`src/rtl/game_sequencer.sv`:
```
// Game control sequencer: IDLE/PLAY/PAUSE/OVER FSM, obstacle-scroll timer with
// a per-difficulty ramping period, and the datapath clear pulse.
module game_sequencer #(
  parameter int T_INIT = 1_000_000,
  parameter int MIN0   = 500_000,
  parameter int MIN1   = 400_000,
  parameter int MIN2   = 400_000,
  parameter int MIN3   = 300_000,
  parameter int STEP0  = 100,
  parameter int STEP1  = 200,
  parameter int STEP2  = 500,
  parameter int STEP3  = 1000,
  parameter int LVL1   = 5,
  parameter int LVL2   = 10,
  parameter int LVL3   = 15
) (
  input  logic       clk,
  input  logic       reset,
  input  logic       start,
  input  logic       pause,
  input  logic       crash,
  input  logic [9:0] score,
  output logic       move,
  output logic       stop,
  output logic [1:0] easy,
  output logic [1:0] state,
  output logic       game_rst_n
);

  typedef enum logic [1:0] {
    IDLE  = 2'd0,
    PLAY  = 2'd1,
    PAUSE = 2'd2,
    OVER  = 2'd3
  } state_t;

  localparam logic [20:0] T_INIT_W = 21'(T_INIT);
  localparam logic [9:0]  LVL1_W   = 10'(LVL1);
  localparam logic [9:0]  LVL2_W   = 10'(LVL2);
  localparam logic [9:0]  LVL3_W   = 10'(LVL3);

  state_t      cur, nxt;
  logic        start_q, pause_q;
  logic        start_edge, pause_edge;
  logic [20:0] cnt, period;
  logic [20:0] min_sel, step_sel, period_nxt;
  logic        launch, run, tick;
  logic        move_d, stop_d, rst_d;
  logic [1:0]  easy_d, lvl;

  assign start_edge = start & ~start_q;
  assign pause_edge = pause & ~pause_q;
  assign state      = cur;

  // State register plus every registered output and the timer datapath.
  always_ff @(posedge clk) begin
    if (!reset) begin
      cur        <= IDLE;
      start_q    <= 1'b1;
      pause_q    <= 1'b1;
      move       <= 1'b0;
      stop       <= 1'b1;
      easy       <= 2'd0;
      game_rst_n <= 1'b1;
      cnt        <= '0;
      period     <= T_INIT_W;
    end else begin
      cur        <= nxt;
      start_q    <= start;
      pause_q    <= pause;
      move       <= move_d;
      stop       <= stop_d;
      easy       <= easy_d;
      game_rst_n <= rst_d;
      if (launch) begin
        cnt    <= '0;
        period <= T_INIT_W;
      end else if (nxt == OVER && cur != OVER) begin
        cnt <= '0;
      end else if (tick) begin
        cnt    <= '0;
        period <= period_nxt;
      end else if (run) begin
        cnt <= cnt + 21'd1;
      end
    end
  end

  // Next-state logic; crash outranks pause, and IDLE only listens to start.
  always_comb begin
    nxt = cur;
    case (cur)
      IDLE:  if (start_edge) nxt = PLAY;
      PLAY:  if (crash) nxt = OVER;
             else if (pause_edge) nxt = PAUSE;
      PAUSE: if (pause_edge) nxt = PLAY;
      OVER:  if (start_edge) nxt = PLAY;
      default: nxt = IDLE;
    endcase
  end

  always_comb begin
    min_sel  = 21'(MIN0);
    step_sel = 21'(STEP0);
    case (easy)
      2'd1: begin min_sel = 21'(MIN1); step_sel = 21'(STEP1); end
      2'd2: begin min_sel = 21'(MIN2); step_sel = 21'(STEP2); end
      2'd3: begin min_sel = 21'(MIN3); step_sel = 21'(STEP3); end
      default: ;
    endcase
  end

  // Compare in 22 bits so period - step can never wrap below the floor.
  always_comb begin
    if ({1'b0, period} < ({1'b0, step_sel} + {1'b0, min_sel}))
      period_nxt = min_sel;
    else
      period_nxt = period - step_sel;
  end

  always_comb begin
    if (score < LVL1_W)      lvl = 2'd0;
    else if (score < LVL2_W) lvl = 2'd1;
    else if (score < LVL3_W) lvl = 2'd2;
    else                     lvl = 2'd3;
  end

  // Output logic. The timer only runs while PLAY persists, so a crash or pause
  // arriving with an expired count never leaks a move into OVER/PAUSE.
  always_comb begin
    launch = (cur == IDLE || cur == OVER) && nxt == PLAY;
    run    = cur == PLAY && nxt == PLAY;
    tick   = run && (cnt >= period);
    move_d = tick;
    stop_d = nxt != PLAY;
    rst_d  = !launch;
    easy_d = easy;
    case (cur)
      IDLE:        easy_d = 2'd0;
      PLAY, PAUSE: easy_d = lvl;
      default:     easy_d = easy;
    endcase
  end

endmodule

```
`config.mk`:
```
export PLATFORM = sky130hd
export DESIGN_NAME = game_sequencer
export DESIGN_NICKNAME = d
export VERILOG_FILES = /design/src/rtl/game_sequencer.sv
export SDC_FILE = /design/constraint.sdc
export NUM_CORES = 1
export LEC_CHECK = 0
export BUFFER_PORTS_ARGS = -buffer_cell sky130_fd_sc_hd__buf_2
export CORE_MARGIN = 1
export CORE_UTILIZATION = 25
export DETAILED_ROUTE_END_ITERATION = 7
export PLACE_DENSITY = 0.5
export SLEW_MARGIN = 10
export SYNTH_ARGS = -nofsm -noshare
export SYNTH_HDL_FRONTEND = slang
export SYNTH_SLANG_ARGS = --single-unit
```
`constraint.sdc`:
```
create_clock -name clk -period 2.9 [get_ports clk]
set_clock_uncertainty 0.05 [all_clocks]
set_input_delay 0.145 -clock clk [delete_from_list [all_inputs] [get_ports clk]]
set_output_delay 0.145 -clock clk [all_outputs]
set_load 0.05 [all_outputs]
```
### After elaboration in Yosys (flattened, before gate mapping)

Cells that the tools add are included.

| word-level totals | value |
|---|---|
| bits of input ports | 15 |
| bits in registers | 51 |
| output and inout bits | 7 |

| cells by class | value |
|---|---|
| muxes and demuxes | 12 |
| reductions and logical operators | 14 |
| bitwise operators | 6 |
| $lt $le $gt $ge | 5 |
| equal/unequal tests | 10 |
| $add $sub $neg | 3 |

Operators by type and width:

| operator | count |
|---|---|
| $pmux W18 S2 | 1 |
| $pmux W10 S3 | 1 |
| $add A21 B21 Y22 | 1 |
| $lt A21 B22 Y1 | 1 |
| $add A21 B1 Y21 const B | 1 |
| $ge A21 B21 Y1 | 1 |
| $mux W21 | 1 |
| $sub A21 B21 Y21 | 1 |
| $lt A10 B4 Y1 const B | 2 |
| $mux W2 | 6 |
| $eq A2 B2 Y1 const B | 5 |
| $lt A10 B3 Y1 const B | 1 |
| $reduce_or A2 Y1 | 4 |
| $eq A2 B1 Y1 const B | 3 |
| $pmux W2 S3 | 1 |
| $logic_and A1 B1 Y1 | 4 |
| $not A1 Y1 | 4 |
| $pmux W2 S2 | 1 |
| $reduce_or A4 Y1 | 1 |
| $and A1 B1 Y1 | 2 |
| $logic_not A2 Y1 | 1 |
| $ne A2 B1 Y1 const B | 1 |
| $ne A2 B2 Y1 const B | 1 |
| $reduce_and A2 Y1 | 1 |
| other kinds (4) | 4 |

### Depth between registers and ports, before layout

| depth | value |
|---|---|
| word-level depth | 9 |
| mapped depth | 13 |
| depth with buffers taken out | 12 |

### Worst setup path before layout

Ideal clock, no wire load.

| path | value |
|---|---|
| path type | register to register |
| start | register easy[1] |
| end | register period[18] |
| data arrival time | 3.353 ns |
| slack | -0.625 ns |
| period minus slack after synthesis | 3.525 ns |
| cell stages (with the launch flop) | 13 |
| path through | dfxtp_1 > inv_1 > ha_1 > or2_2 > ha_1 > fa_1 > nand2b_1 > a21oi_1 > a211oi_2 > o31ai_4 > buf_6 > nand3_1 > o32a_1 |

| on the way | value |
|---|---|
| longest elaborated chain between the ends | 6 |
| elaborated cells on any way between the ends | 10 |
| those cells by class | 2 x add/sub; 1 x order compare; 3 x eq/ne; 3 x mux; 1 x reduce/logical |

Ends and longest elaborated chain:

| what | RTL line | source |
|---|---|---|
| start: declaration | 25 | `output logic [1:0] easy,` |
| start signal: assignment | 73 | `easy <= easy_d;` |
| $eq A2 B2 Y1 or $eq A2 B1 Y1 (tied branches) | 105 | `case (easy)` |
| $reduce_or A2 Y1 (no line) | n/a |  |
| $pmux W18 S2 | 105 |  |
| $add A21 B21 Y22 | 115 | `if ({1'b0, period} < ({1'b0, step_sel} + {1'b0, min_sel}))` |
| $lt A21 B22 Y1 | 115 |  |
| $mux W21 (*) | 115 |  |
| end signal: assignment | 82 | `period <= period_nxt;` |
| end: declaration | 45 | `logic [20:0] cnt, period;` |

Every way passes the cells marked *; elsewhere a longest branch is shown, timed or not.
A chain may end at the register's enable or synchronous reset.

### Final worst setup path

Same ends and word-level chain as after synthesis.

==> impl_metrics.csv <==
group,metric,value,unit
sta,rsz0062_at_grt,"yes",
logic_synthesis,synth-edff-count,0,
logic_synthesis,yosysWarnings,0,
worst_setup_path,startpoint_type,"flop",
global_routing,grt_pass1_wl,15600,um
placed_design,post-dp-hpwl,7640,um
global_routing,grt_pass1_vias,3260,
drt,vias_per_cell,4.95,
sta,setup_viol,0,
hold_path,hold_class,"in -> reg",
worst_setup_path,critPathArrivalTime,3000,ps
hold_path,hp-start,"start",
worst_setup_path,cp-end-kind,"flop",
sta,relSlewSlack,0.631,
drt,wl_per_cell,14.4,um
finish,stdcell_area,0.00442,mm2
outcome,outcome,"finished clean",
sta,timing.final.crit_share,0.992,
clock_tree,hold_buffers,0,
logic_synthesis,synthArstFlopShare,0,
clock_tree,cts_tree,"done",
power,power_density,356,mW/mm2
sta,min_period,2880,ps
power,ir_worst_vdd,0.000266,V
floorplanning,dieArea,0.0151,mm2
floorplanning,die_x,123,um
finish,multi_input_area,0.00258,mm2
flow_run,maxCapViolCount,0,
power,p_leak,1.84,nW
clock_tree,clock_tree.buffer_depth,2,
placed_design,placed_area,0.00419,mm2
logic_synthesis,yosys_register_bits,49,
worst_setup_path,reg2reg_from,"easy[1]",
sta,fmax,348,MHz
global_routing,grt_max_degree,22,
global_routing,antenna_found_initial,0,
sta,fin_ws,24.1,ps
sta,hold_ws,18.6,ps
drt,drc,0,
floorplanning,die_y,123,um
logic_synthesis,seq_area_frac_synth,0.268,
placed_design,io_buffers,21,
logic_synthesis,synth_top_flop_cell,"dfxtp_1",
clock_tree,htreeDepth,2,
worst_setup_path,crit_start,"easy[1]",
drt,routed_wl,9580,um
clock_tree,clkTransAtPathRegs,70,ps
sta,tightest_slew,550,ps
clock_tree,numClockSinks,49,
finish,drive_above_1_share,0.179,
finish,fillers,1517,
worst_setup_path,reg2regPathDepth,11,
worst_setup_path,worstPathRequired,3030,ps
clock_tree,tritoncts.num_buffers,5,
finish,mostFrequentLayoutCells,"dfxtp_1, ha_1, nor2_1",
clock_tree,cts-root-buf,"clkbuf_16",
global_routing,overflow,0,
drt,num_vias,3295,
sta,finalMaxSlewViolations,0,
placed_design,post-place-ws,-51.7,ps
floorplanning,pin_count,22,
floorplanning,start_util,0.260,
finish,syn2layout_area_growth,20.7,%
worst_setup_path,criticalPathCategory,"reg -> reg",
global_routing,grt_usage,0.130,
drt,drt_first_pass_iters,4,
finish,final_common_cell,"dfxtp_1",
floorplanning,fp.coreArea,0.0141,mm2
logic_synthesis,synthesis.nets,504,
hold_path,holdPathStages,2,
logic_synthesis,netlist_area,0.00366,mm2
finish,num_antenna_cells,0,
power,p_total,1.57,mW
finish,regArea,988,um2
drt,dr.first_iter.drc_count,119,
floorplanning,std_cell_rows,43,
worst_setup_path,cp_max_fo,8,
logic_synthesis,synth.lib_cells_used.distinct,57,
logic_synthesis,synth_cells,438,
drt,ant_nets,0,
clock_tree,clock_latency,290,ps
sta,finalHoldViolations,0,
placed_design,gp_congestion,0.831,
logic_synthesis,synth_area_per_cell,8.36,um2
finish,fin_nets,552,
==> per-layer routing <==
layer / track usage / wire (um)
met1: 0.164 / 4380
met2: 0.234 / 4770
met3: 0.0217 / 373
met4: 0.0248 / 57
met5: 0 / 0
==> Yosys cell counts, types with 6 or more instances <==
master    number  area (um2)
a211oi_1      17         128
a21oi_1       32         160
and2_1         6        37.5
and3_1         7        43.8
clkbuf_1       8        30.0
dfxtp_1       49         981
ha_1          50         626
inv_1         33         124
mux2i_1        9        90.1
nand2_1       28         105
nand2b_1      10        62.6
nand3_1       17        85.1
nand4_1       10        62.6
nor2_1        43         161
nor3_1        10        50.1
o211ai_1       7        52.6
o21ai_0       18        90.1
xnor2_1        9        78.8
xor2_1        15         131
==> timing repair <==
item | 4_1_cts | 5_1_grt
buffers inserted | 0 | 3
gates resized for setup | 0 | 12
endpoints found under the setup margin | 5 | 15
pin swaps | 1 | 10
==> registers in the layout, indices dropped and copies added, names as in the netlist <==
name / cells
start_q: 1
state: 2
pause_q: 1
period: 19
stop: 1
cnt: 21
game_rst_n: 1
move: 1
easy: 2
==> critical path, cell delays in order, from the launching register on <==
cell and delay [ps]:
dfxtp_4 380, inv_4 50, ha_4 160, or2_4 250, ha_4 160, fa_2 360, nand2b_4 170, a21oi_2 150
a211oi_2 110, o31a_2 430, o211a_1 230, o32a_1 270
==> power breakdown <==
group / internal (mW) / switching, mW
logic: 0.128 / 0.188
registers: 0.682 / 0.00931
clock network: 0.317 / 0.251
==> final timing paths <==
| path | slack [ps] | end |
|---|---|---|
| worst max-delay path | 20 | period[18] |
| worst min-delay path | 20 | start_q |
| worst max register to register | 20 | period[18] |
| worst min register to register | 450 | cnt[1] |
==> final cells by class <==
cell class | count | share of cell area
Clock inverter | 1 | 0.00198
Timing Repair Buffer | 52 | 0.0801
Sequential cell | 49 | 0.224
Tap cell | 180 | 0.0509
Inverter | 33 | 0.0297
Clock buffer | 6 | 0.0291
Multi-Input combinational cell | 345 | 0.585
==> metrics by stage <==
step,cells,setup TNS (ps),utilization
after floorplan,438,0,-
after global placement,656,-0.449,0.298
after detailed placement,656,-91.7,0.298
after CTS,663,0,0.307
after global routing,666,-222,0.314
final,666,0,0.314
==> cells by family after synthesis <==
kind of cell    count (synthesis)  synth area share
flops                          49             0.268
fa+ha+maj                      51             0.176
xor+xnor                       24            0.0574
simple gates                  150             0.212
mux                             9            0.0246
compound gates                111             0.213
buf+inv                        44            0.0495
Note: power is estimated with default switching activity, not from simulation.
